## config.mk

```make
export PLATFORM = sky130hd
export DESIGN_NAME = rr_request_arbiter
export DESIGN_NICKNAME = d
export VERILOG_FILES = /design/src/rtl/rr_request_arbiter.sv
export SDC_FILE = /design/constraint.sdc
export NUM_CORES = 1
export LEC_CHECK = 0
export BUFFER_PORTS_ARGS = -buffer_cell sky130_fd_sc_hd__buf_2
export CORE_AREA = 2 2 85 87
export DETAILED_ROUTE_END_ITERATION = 8
export DIE_AREA = 0 0 87 89
export SLEW_MARGIN = 40
export SYNTH_ARGS = -nofsm -noshare
export SYNTH_HDL_FRONTEND = slang
export SYNTH_SLANG_ARGS = --single-unit
```

## constraint.sdc

```tcl
create_clock -name CLK -period 3.16 [get_ports CLK]
set_input_delay 0.632 -clock CLK [delete_from_list [all_inputs] [get_ports CLK]]
set_output_delay 0.632 -clock CLK [all_outputs]
set_load 0.03 [all_outputs]
```

## src/rtl/rr_request_arbiter.sv

```systemverilog
// Round-robin arbiter: rotating-priority pick over a pointer-masked request vector with a bounded hold.
// Latency: 1 cycle from REQ to registered GRANT; owners are preempted only when others wait and MAX_HOLD is reached.
module rr_request_arbiter #(
  parameter int N        = 16,
  parameter int IDX_W    = 4,
  parameter int MAX_HOLD = 16
) (
  input  logic             CLK,
  input  logic             RESET_N,
  input  logic [N-1:0]     REQ,
  output logic [N-1:0]     GRANT,
  output logic [IDX_W-1:0] GRANT_IDX,
  output logic             GRANT_VALID,
  output logic [7:0]       HOLD_CNT
);

  typedef enum logic {IDLE, OWNED} state_t;

  localparam logic [7:0] HOLD_LIM = 8'(MAX_HOLD - 1);

  state_t             state_q, state_d;
  logic [N-1:0]       grant_q, grant_d;
  logic [IDX_W-1:0]   idx_q, idx_d;
  logic               vld_q, vld_d;
  logic [7:0]         hold_q, hold_d;
  logic [IDX_W-1:0]   ptr_q, ptr_d;

  logic [IDX_W:0]     pick_free;
  logic [IDX_W:0]     pick_pre;
  logic               owner_req;
  logic               others_req;
  logic               preempt;
  logic               load;
  logic [IDX_W-1:0]   sel_idx;

  // Returns {hit, idx}: lowest requester at or above ptr, else lowest overall.
  function automatic logic [IDX_W:0] pick_fn(input logic [N-1:0] req, input logic [IDX_W-1:0] ptr);
    logic             hit_hi, hit_any;
    logic [IDX_W-1:0] idx_hi, idx_any;
    hit_hi  = 1'b0;
    hit_any = 1'b0;
    idx_hi  = '0;
    idx_any = '0;
    for (int i = N - 1; i >= 0; i--) begin
      if (req[i]) begin
        hit_any = 1'b1;
        idx_any = IDX_W'(i);
        if (i >= int'(ptr)) begin
          hit_hi = 1'b1;
          idx_hi = IDX_W'(i);
        end
      end
    end
    return hit_hi ? {1'b1, idx_hi} : {hit_any, idx_any};
  endfunction

  always_comb begin
    state_d    = state_q;
    grant_d    = grant_q;
    idx_d      = idx_q;
    vld_d      = vld_q;
    hold_d     = hold_q;
    ptr_d      = ptr_q;
    load       = 1'b0;
    sel_idx    = '0;

    pick_free  = pick_fn(REQ, ptr_q);
    pick_pre   = pick_fn(REQ & ~grant_q, ptr_q);
    owner_req  = REQ[idx_q];
    others_req = |(REQ & ~grant_q);
    preempt    = (MAX_HOLD != 0) && (hold_q == HOLD_LIM) && others_req;

    case (state_q)
      IDLE: begin
        if (pick_free[IDX_W]) begin
          load    = 1'b1;
          sel_idx = pick_free[IDX_W-1:0];
        end
      end
      OWNED: begin
        if (owner_req) begin
          if (preempt) begin
            load    = 1'b1;
            sel_idx = pick_pre[IDX_W-1:0];
          end else begin
            hold_d = (hold_q == 8'hFF) ? hold_q : hold_q + 8'd1;
          end
        end else if (pick_free[IDX_W]) begin
          // Owner released: hand over on the same edge, no idle bubble.
          load    = 1'b1;
          sel_idx = pick_free[IDX_W-1:0];
        end else begin
          state_d = IDLE;
          grant_d = '0;
          idx_d   = '0;
          vld_d   = 1'b0;
          hold_d  = '0;
        end
      end
      default: state_d = IDLE;
    endcase

    if (load) begin
      state_d          = OWNED;
      grant_d          = '0;
      grant_d[sel_idx] = 1'b1;
      idx_d            = sel_idx;
      vld_d            = 1'b1;
      hold_d           = '0;
      ptr_d            = sel_idx + IDX_W'(1);
    end
  end

  always_ff @(posedge CLK or negedge RESET_N) begin
    if (!RESET_N) begin
      state_q <= IDLE;
      grant_q <= '0;
      idx_q   <= '0;
      vld_q   <= 1'b0;
      hold_q  <= '0;
      ptr_q   <= '0;
    end else begin
      state_q <= state_d;
      grant_q <= grant_d;
      idx_q   <= idx_d;
      vld_q   <= vld_d;
      hold_q  <= hold_d;
      ptr_q   <= ptr_d;
    end
  end

  assign GRANT       = grant_q;
  assign GRANT_IDX   = idx_q;
  assign GRANT_VALID = vld_q;
  assign HOLD_CNT    = hold_q;

endmodule

```

==> run_results.csv <==
group,metric,value,unit
floorplan,initial_utilization,0.450,
synth,syn_nets,387,
critical_path,r2r_start,"ptr_q[1]",
critical_path,arrival,3.16,ns
synth,ys_warn_count,0,
drt,viasPerCell,6.32,
clock_tree,cts.htree.levels,2,
sta,worstMarginPinSlew,0.689,ns
sta,fmax,0.331,GHz
critical_path,ff2ff_path_depth,11,
final_layout,mostFrequentLayoutCells,"buf_4, buf_2, nand2_1",
final_layout,multiInputGateArea,2060,µm²
synth,syn_inst,364,
placed_design,pre_cts_ws,-0.0855,ns
synth,synth-main-ff-cell,"dfrtp_1",
hold_path,hold_path.class,"in -> async",
clock_tree,cts_tree,"yes",
power,p_leak,1.81,nW
final_layout,seq_area,856,µm²
final_layout,syn2layout_area_growth,27.8,%
sta,period_minus_slack,3.02,ns
floorplan,io_pins,47,
drt,drc,0,
drt,drt-wirelength-per-cell,19.8,µm
critical_path,worst_path_max_delay_cell,"dfrtp_2",
floorplan,die_w,87,µm
critical_path,critical-path-top-cell-by-count,"a21oi_1",
sta,rsz0062_at_grt,"no",
final_layout,design_area,3860,µm²
placed_design,place.gp.congestion,0.996,
critical_path,crit_type,"reg -> reg",
critical_path,worstPathCellList,"and2_4, a311o_2, or3b_4, nor4b_4, nand3b_1, a21oi_1, nor2_1, inv_1, ha_1, xnor2_1, a21oi_1",
clock_tree,clock-root-buffer,"clkbuf_8",
sta,clock_skew,0.00550,ns
placed_design,port_buffers,46,
critical_path,rrSetupSlack,0.14,ns
drt,wl,10.7,mm
critical_path,end_kind,"flop",
grt,grt_pass1_wl,17.0,mm
placed_design,dp_hpwl,8.65,mm
sta,drv_slew,0,
placed_design,placed_area,3700,µm²
clock_tree,path_clk_slew,0.07,ns
critical_path,slowest_delay,0.46,ns
drt,drtAntennaViolNets,0,
clock_tree,cts_hold_buf,0,
clock_tree,insertion_delay,0.29,ns
critical_path,crit_fanout,8,
grt,antenna_found_initial,0,
clock_tree,ctsLongestPathBuffers,2,
sta,hold_viol,0,
sta,setup_viol,0,
clock_tree,clock_sinks,34,
floorplan,die_h,89,µm
sta,fin_ws,0.139,ns
final_layout,nets,481,
grt,gr-total-overflow,0,
drt,drtIter0Drc,255,
clock_tree,cts_made_buffers,5,
critical_path,path_delay_family,"simple AND/OR/NAND/NOR gates",
grt,grt_pass1_vias,3201,
critical_path,timing.rr.end,"ptr_q[2]",
synth,ys_seq_area_frac,0.282,
final_layout,insertedDiodeCount,0,
power,power-per-cell-area,940,nW/µm²
critical_path,required,3.29,ns
synth,synth.cell_area,3020,µm²
grt,grtUsageTotal,0.290,
synth,avgSynthCellArea,8.30,µm²
floorplan,core,6720,µm²
run_status,status,"complete, no violations",
job,cap_violations,0,
final_layout,n_fill_cell,637,
sta,period_share,0.956,
final_layout,layout_commonest_cell,"buf_4",
synth,synth_cell_types,70,
power,max-vdd-ir-drop,734,µV
synth,ys_ff_latch,34,
drt,first_pass_iters,4,
clock_tree,post-cts-setup-buffers,0,
critical_path,crit_end,"ptr_q[2]",
drt,dr_total_vias,3408,
floorplan,row_count,30,
critical_path,path_buf_inv,1,
synth,synth_edf_count,0,
synth,synthArstFlopShare,1.00,
critical_path,critical_path_depth,11,
final_layout,drive_above_1_share,0.305,
sta,max_slew_margin,0.541,
grt,grt_max_degree,35,
critical_path,worst_setup_path_start_kind,"flop",
clock_tree,ctsResizeCount,0,
critical_path,startpoint,"ptr_q[1]",
floorplan,die_area,7740,µm²
-- area by class of cell --
class,instances,share of cell area
inverter,14,0.0136
sequential,34,0.222
timing repair buffer,103,0.176
tap,80,0.0259
multi-input combinational,300,0.534
clock buffer,8,0.0285
-- per-stage QoR --
stage | std cells | hold WS (ns) | total power [W] | util | setup TNS [ns]
after global routing | 539 | 0.230 | 0.00386 | 0.574 | 0
after CTS | 538 | 0.423 | 0.00356 | 0.567 | 0
after detailed placement | 530 | 0.489 | 0.00318 | 0.551 | -0.566
final | 539 | 0.220 | 0.00363 | 0.574 | 0
after global placement | 530 | 0.458 | 0.00319 | 0.551 | -0.223
after floorplan | 364 | 0.336 | 0.00233 | - | 0
-- metal layers --
metal  track usage  share of wire  vias to the layer above
met4        0.0895          0.022                        0
met1         0.391           0.44                     1657
met5             0              0                        -
met2         0.487           0.48                      152
li1              -              -                     1581
met3        0.0360          0.057                       18
-- kinds of logic (layout without fill, tap and decap cells) --
logic type	count (synthesis)	count (layout)	share of synthesized area
AND/OR/NAND/NOR	154	154	0.285
AO/OA/AOI/OAI	132	132	0.328
flip-flops	34	34	0.282
buffers and inverters	30	125	0.0406
multiplexers	7	7	0.0385
adder cells (fa/ha/maj)	5	5	0.0207
XOR/XNOR	2	2	0.00580
-- synth_stat cells, types with 3 or more instances --
cell / n / area [µm²]
nand2_1: 35 / 131
dfrtp_1: 34 / 851
o21ai_0: 28 / 140
nor2_1: 26 / 97.6
a21oi_1: 24 / 120
nand2b_1: 24 / 150
a32o_1: 16 / 160
inv_1: 14 / 52.6
nor2b_1: 9 / 56.3
clkbuf_1: 8 / 30.0
nand3_1: 8 / 40.0
and3_1: 7 / 43.8
buf_2: 7 / 35.0
nand4_1: 7 / 43.8
and2_1: 6 / 37.5
o211ai_1: 6 / 45.0
a211oi_1: 5 / 37.5
a31oi_1: 5 / 31.3
ha_1: 5 / 62.6
nor3_1: 5 / 25.0
a21boi_0: 4 / 30.0
a21o_1: 4 / 30.0
o221ai_1: 4 / 35.0
or3_1: 4 / 25.0
a211o_1: 3 / 26.3
a221o_1: 3 / 30.0
mux2i_1: 3 / 30.0
nor4_1: 3 / 18.8
o311ai_0: 3 / 26.3
o31ai_1: 3 / 22.5
or2_2: 3 / 18.8
-- where the power goes --
| part | total [W] | switching (W) | internal [W] |
|---|---|---|---|
| clock | 0.000375 | 0.000156 | 0.000220 |
| sequential | 0.000751 | 0.000186 | 0.000564 |
| combinational | 0.00250 | 0.00148 | 0.00102 |
| total | 0.00363 | 0.00182 | 0.00181 |
-- state kept, by name, indices dropped and copies added, names as in the netlist --
name / count
GRANT_VALID: 1
ptr_q: 4
GRANT_IDX: 4
HOLD_CNT: 8
GRANT: 16
state_q: 1
-- worst min-delay path by stage --
| stage | from | slack [ns] | depth (start not counted) | to |
|---|---|---|---|---|
| after floorplan | RESET_N | 0.34 | 0 | GRANT[0] |
| after CTS | RESET_N | 0.42 | 1 | HOLD_CNT[7] |
| after global placement | GRANT_VALID | 0.46 | 2 | GRANT_VALID |
| after detailed placement | GRANT_VALID | 0.49 | 2 | GRANT_VALID |
| after global routing | RESET_N | 0.23 | 1 | HOLD_CNT[7] |
| final | RESET_N | 0.22 | 1 | HOLD_CNT[7] |
Power figures use the tool's default switching activity.
